**src/rtl/fm_modulator.sv**
```systemverilog
`default_nettype none
// ============================================================================
//  Module      : fm_modulator
//  Description : Transmit-side FM modulator. Accepts one signed base-band
//                sample per M clock cycles over valid/ready, converts it to a
//                frequency offset around carrier constant K and drives the
//                DDS MSB as a 1-bit carrier plus the top two phase bits.
//                Optional build macro FM_MOD_LINEAR_INTERP_EN replaces the
//                zero-order-hold offset with a per-period linear ramp.
//  Revision    : 1.0 - initial release
// ============================================================================
module fm_modulator #(
  parameter int WIDTH_DDS = 32,
  parameter int WIDTH_IN  = 17,
  parameter int M         = 240,
  parameter int SHIFT     = 0
) (
  input  logic                 clk_i,
  input  logic                 reset_i,
  input  logic [WIDTH_DDS-1:0] k_i,
  input  logic [WIDTH_IN-1:0]  in_data_i,
  input  logic                 in_valid_i,
  output logic                 in_ready_o,
  output logic                 tx_o,
  output logic [1:0]           phase_q_o,
  output logic                 underrun_o
);

  localparam int CW = (M > 1) ? $clog2(M) : 1;
  // Offset must hold cur*M without overflow for any signed sample.
  localparam int OW = WIDTH_IN + $clog2(M) + 1;
  // Intermediate width for the shifted offset; never narrower than the DDS.
  localparam int EW = ((OW + SHIFT) > WIDTH_DDS) ? (OW + SHIFT) : WIDTH_DDS;
  localparam logic [CW-1:0]        CNT_LAST = CW'(M - 1);
  localparam logic signed [OW-1:0] M_S      = OW'(M);

  logic [CW-1:0]               cnt_q, cnt_d;
  logic signed [WIDTH_IN-1:0]  buf_q, buf_d;
  logic                        buf_full_q, buf_full_d;
  logic signed [WIDTH_IN-1:0]  cur_q, cur_d;
  logic signed [OW-1:0]        off_q, off_d;
  logic [WIDTH_DDS-1:0]        phase_q, phase_d;
  logic                        tx_q;
  logic [1:0]                  quad_q;
  logic                        underrun_q, underrun_d;

  logic                        w_boundary;
  logic                        w_xfer;
  logic signed [EW-1:0]        w_off_ext;
  logic signed [EW-1:0]        w_off_sh;

`ifdef FM_MOD_LINEAR_INTERP_EN
  localparam int SW = WIDTH_IN + 1;
  logic signed [SW-1:0]        step_q, step_d;
`endif

  assign w_boundary = (cnt_q == CNT_LAST);
  // The boundary slot frees the buffer, so a new sample may enter even when full.
  assign in_ready_o = !buf_full_q || w_boundary;
  assign w_xfer     = in_valid_i && in_ready_o;

  // Period counter, input buffer and current-sample handover.
  always_comb begin
    cnt_d      = w_boundary ? '0 : cnt_q + CW'(1);
    buf_d      = buf_q;
    buf_full_d = buf_full_q;
    cur_d      = cur_q;
    underrun_d = 1'b0;
    if (w_boundary) begin
      if (buf_full_q) begin
        cur_d      = buf_q;
        buf_full_d = 1'b0;
      end else begin
        underrun_d = 1'b1;
      end
    end
    if (w_xfer) begin
      buf_d      = in_data_i;
      buf_full_d = 1'b1;
    end
  end

`ifdef FM_MOD_LINEAR_INTERP_EN
  // Linear ramp: slope is the sample difference, so M steps land exactly on new_cur*M.
  always_comb begin
    step_d = step_q;
    if (w_boundary) begin
      if (buf_full_q) begin
        step_d = SW'(buf_q) - SW'(cur_q);
      end else begin
        step_d = '0;
      end
    end
    off_d = off_q + OW'(step_q);
  end
`else
  // Zero-order hold: offset tracks the current sample scaled by M.
  always_comb begin
    off_d = OW'(cur_q) * M_S;
  end
`endif

  assign w_off_ext = EW'(off_q);
  assign w_off_sh  = w_off_ext <<< SHIFT;

  // Phase accumulation wraps modulo 2^WIDTH_DDS by design.
  always_comb begin
    phase_d = phase_q + k_i + w_off_sh[WIDTH_DDS-1:0];
  end

  // State registers with synchronous reset.
  always_ff @(posedge clk_i) begin
    if (reset_i) begin
      cnt_q      <= '0;
      buf_q      <= '0;
      buf_full_q <= 1'b0;
      cur_q      <= '0;
      off_q      <= '0;
      phase_q    <= '0;
      tx_q       <= 1'b0;
      quad_q     <= 2'b00;
      underrun_q <= 1'b0;
`ifdef FM_MOD_LINEAR_INTERP_EN
      step_q     <= '0;
`endif
    end else begin
      cnt_q      <= cnt_d;
      buf_q      <= buf_d;
      buf_full_q <= buf_full_d;
      cur_q      <= cur_d;
      off_q      <= off_d;
      phase_q    <= phase_d;
      tx_q       <= phase_q[WIDTH_DDS-1];
      quad_q     <= phase_q[WIDTH_DDS-1 -: 2];
      underrun_q <= underrun_d;
`ifdef FM_MOD_LINEAR_INTERP_EN
      step_q     <= step_d;
`endif
    end
  end

  assign tx_o       = tx_q;
  assign phase_q_o  = quad_q;
  assign underrun_o = underrun_q;

endmodule
`default_nettype wire

```
**config.mk**
```make
export PLATFORM = sky130hd
export DESIGN_NAME = fm_modulator
export DESIGN_NICKNAME = d
export VERILOG_FILES = /design/src/rtl/fm_modulator.sv
export SDC_FILE = /design/constraint.sdc
export NUM_CORES = 1
export LEC_CHECK = 0
export CORE_ASPECT_RATIO = 0.6
export CORE_UTILIZATION = 50
export CTS_CLUSTER_SIZE = 40
export DETAILED_ROUTE_END_ITERATION = 6
export GPL_ROUTABILITY_DRIVEN = 0
export PLACE_DENSITY_LB_ADDON = 0.08
export RECOVER_POWER = 25
export SLEW_MARGIN = 20
export SYNTH_ARGS = -nofsm -noshare
export SYNTH_HDL_FRONTEND = slang
export SYNTH_SLANG_ARGS = --single-unit
```
**constraint.sdc**
```tcl
create_clock -name clk_i -period 4 [get_ports clk_i]
set_input_delay 1 -clock clk_i [delete_from_list [all_inputs] [get_ports clk_i]]
set_output_delay 1 -clock clk_i [all_outputs]
set_load 0.005 [all_outputs]
```
==> results.yml, run 1 <==
logic_synthesis:
  synth_nets: 992
  netlist_area_um2: 7170
  ys_ff_latch: 100
  async_flop_share_pct: 0
  synthTopCellsByCount: "111 x nand2_1, 100 x dfxtp_1, 81 x a21oi_1"
  ys.warnings.count: 0
  yosysUniqueCellTypes: 61
  syn_avg_cell_area_um2: 8.84
  synth_top_area_cell: "dfxtp_1"
  synth_cells: 811
  yosysMostFrequentCell: "nand2_1"
  synthTopCellsByArea: "dfxtp_1 28%, fa_1 15%, ha_1 13%"
  synth_flop_cell: "dfxtp_1"
  synth_top_area_share_pct: 27.9
  synth_edf_count: 0
  synth-seq-area-share_pct: 27.9
power:
  p_leak_nw: 3.95
  ir_worst_vdd_v: 0.000268
  power_density_nw_per_um2: 489
  p_sw_share_pct: 37.6
  p_int_mw: 2.60
  switching_power_mw: 1.57
  combPwrFrac_pct: 49.6
  pwr-share-seq_pct: 29.4
  pwr-share-clk_pct: 21.0
floorplan:
  design.die.area_um2: 14800
  chipHeight_um: 94.7
  fp.dieW_um: 157
  coreArea_um2: 13800
  fp-row-count: 33
  ios: 57
  initial_utilization_pct: 51.8
sta:
  setup_slack_ns: 0.155
  setup_viol: 0
  tns_ns: 0
  relSlewSlack_pct: 19.1
  hold_violations: 0
  fmax_mhz: 260
  rsz0062_at_grt: "false"
  skew_ns: 0.0104
  min_period_over_period_pct: 96.1
  fin_crit_ns: 3.84
  final_max_slew_viol_count: 0
  tightest_slew_ns: 1.21
clocking:
  cts_tree: "built"
  numCtsBuffers: 9
  htreeDepth: 3
  clk_pin_slew_ns: 0.07
  clock-root-buffer: "clkbuf_16"
  clockBufferDepth: 2
  clock_sinks: 100
  clk_latency_ns: 0.35
  ctsHoldBuffers: 0
setup_path:
  r2r-start: "cur_q[11]"
  crit_type: "in -> reg"
  critPathCaptureType: "flop"
  cpPeakStageDelay_ns: 0.54
  crit_family: "compound AO/OA/AOI/OAI gates"
  cp.arrival_ns: 4.07
  path_buf_inv: 1
  startpoint_type: "input pin"
  required_ns: 4.22
  cp_slowest_cell: "dlygate4sd3_1"
  path_cells: "dlygate4sd3_1, ha_1, ha_1, fa_1, a21o_1, a221o_1, a211oi_4, o41ai_4, a21o_1, a221oi_2, o2bb2ai_1"
  cp-startpoint: "k_i[0]"
  critPathMaxFanout: 5
finish:
  area_growth_pct: 19.1
  final_core_util_pct: 61.7
  fin_nets: 1079
  finish.instance_area_um2: 8530
  layout-drive-gt1-share_pct: 8.19
  antenna_cells: 0
place:
  post_dp_cell_area_um2: 8200
  port_buffers: 56
  dp_hpwl_mm: 12.1
  dp_slack_ns: -0.261
global_route:
  grt_start_max_net_pins: 60
  grt_pass1_wl_mm: 26.7
  grt_pass1_vias: 5746
  grt_use_total_pct: 22.7
  antenna_found_initial: 0
  globalRouteOverflowTotal: 0
route:
  drt_pass1_iterations: 5
  wire_per_inst_um: 14.2
  viasPerCell: 5.35
  vias: 5854
  drc: 0
  ant_nets: 0
  drt_iter0_markers: 348
  totalWireLength_mm: 15.5
min_path:
  hold_start: "buf_q[10]"
  hold_path.class: "reg -> reg"
flow_run:
  drv_cap: 0
outcome:
  status: "completed"
metal layers:
metal	wire [um]	GRT usage, %
met1	7760	32.2
met2	6820	35.8
met3	771	3.67
met4	157	6.05
met5	0	0
sequential cells by signal, indices dropped and copies added, names as in the netlist:
name / flops
cur_q: 17
underrun_o: 1
buf_full_q: 1
off_q: 22
cnt_q: 8
tx_o: 1
buf_q: 17
phase_q_o: 1
phase_q: 32
area by class of cell:
class | count | area (um^2)
Clock buffer | 11 | 233
Clock inverter | 5 | 62.6
Fill cell | 1223 | 5300
Inverter | 72 | 270
Multi-Input combinational cell | 615 | 4840
Sequential cell | 100 | 2000
Tap cell | 192 | 240
Timing Repair Buffer | 100 | 886
final timing paths:
| path | to | slack, ns | cells past startpoint |
|---|---|---|---|
| setup / recovery | phase_q[31] | 0.16 | 11 |
| hold / removal | cur_q[10] | 0.45 | 2 |
| setup reg to reg | off_q[25] | 0.22 | 13 |
| hold reg to reg | cur_q[10] | 0.45 | 2 |
power groups by stage:
stage	clock network, mW	logic [mW]	registers [mW]
2_1_floorplan	0	1.36	1.23
3_3_place_gp	0	1.95	1.25
3_5_place_dp	0	2.00	1.25
4_1_cts	0.898	2.03	1.23
5_1_grt	0.940	2.30	1.24
6_report	0.879	2.07	1.23
cell families after synthesis:
family,after synthesis,synth area share (%)
AO/OA/AOI/OAI,172,15.2
XOR/XNOR,51,6.23
adder cells (fa/ha/maj),129,28.3
buffers and inverters,96,5.10
flip-flops,100,27.9
multiplexers,5,0.751
AND/OR/NAND/NOR,258,16.5
placed cells by master, fill, tap and decap left out, types with 4 or more instances in the layout:
| cell type | instances |
|---|---|
| a21boi_0 | 4 |
| o21bai_1 | 4 |
| ha_1 | 74 |
| dfxtp_1 | 98 |
| and2_1 | 6 |
| nand4_1 | 9 |
| a21oi_1 | 80 |
| fa_1 | 55 |
| nand2b_1 | 7 |
| a211oi_1 | 4 |
| o21ai_0 | 22 |
| nor4_1 | 5 |
| clkbuf_16 | 9 |
| inv_1 | 72 |
| nor3_1 | 9 |
| xnor2_1 | 28 |
| nand3_1 | 11 |
| buf_4 | 44 |
| xor2_1 | 23 |
| nor2_1 | 61 |
| clkdlybuf4s50_1 | 54 |
| a21o_1 | 18 |
| a31oi_1 | 5 |
| nand2_1 | 111 |
| or3_1 | 4 |
| nor2b_1 | 14 |
| and3_1 | 8 |
metrics by stage:
stage,hold WS (ns),cells,power (mW)
6_report,0.447,1095,4.18
3_3_place_gp,0.441,1079,3.19
3_5_place_dp,0.445,1079,3.25
4_1_cts,0.455,1095,4.16
5_1_grt,0.462,1095,4.48
2_1_floorplan,0.430,811,2.59
worst min-delay path, stage by stage (launching register included):
cell and delay [ns]:
dfxtp_1 0.31, nand2_1 0.05, a21oi_1 0.05
what timing repair did:
action	4_1_cts	5_1_grt
endpoints found under the hold margin	0	0
setup endpoints to repair	0	8
setup buffers	0	0
gates resized for setup	0	9
Note: power is estimated with default switching activity, not from simulation.
==> run 2: changes to the inputs <==
--- a/config.mk
+++ b/config.mk
@@ -12,7 +12,7 @@
 export GPL_ROUTABILITY_DRIVEN = 0
 export PLACE_DENSITY_LB_ADDON = 0.08
 export RECOVER_POWER = 25
-export SLEW_MARGIN = 20
+export SLEW_MARGIN = 30
 export SYNTH_ARGS = -nofsm -noshare
 export SYNTH_HDL_FRONTEND = slang
 export SYNTH_SLANG_ARGS = --single-unit
==> results of run 2 <==
Same layout as run 1: the final DEF is identical, and so are final timing and power.
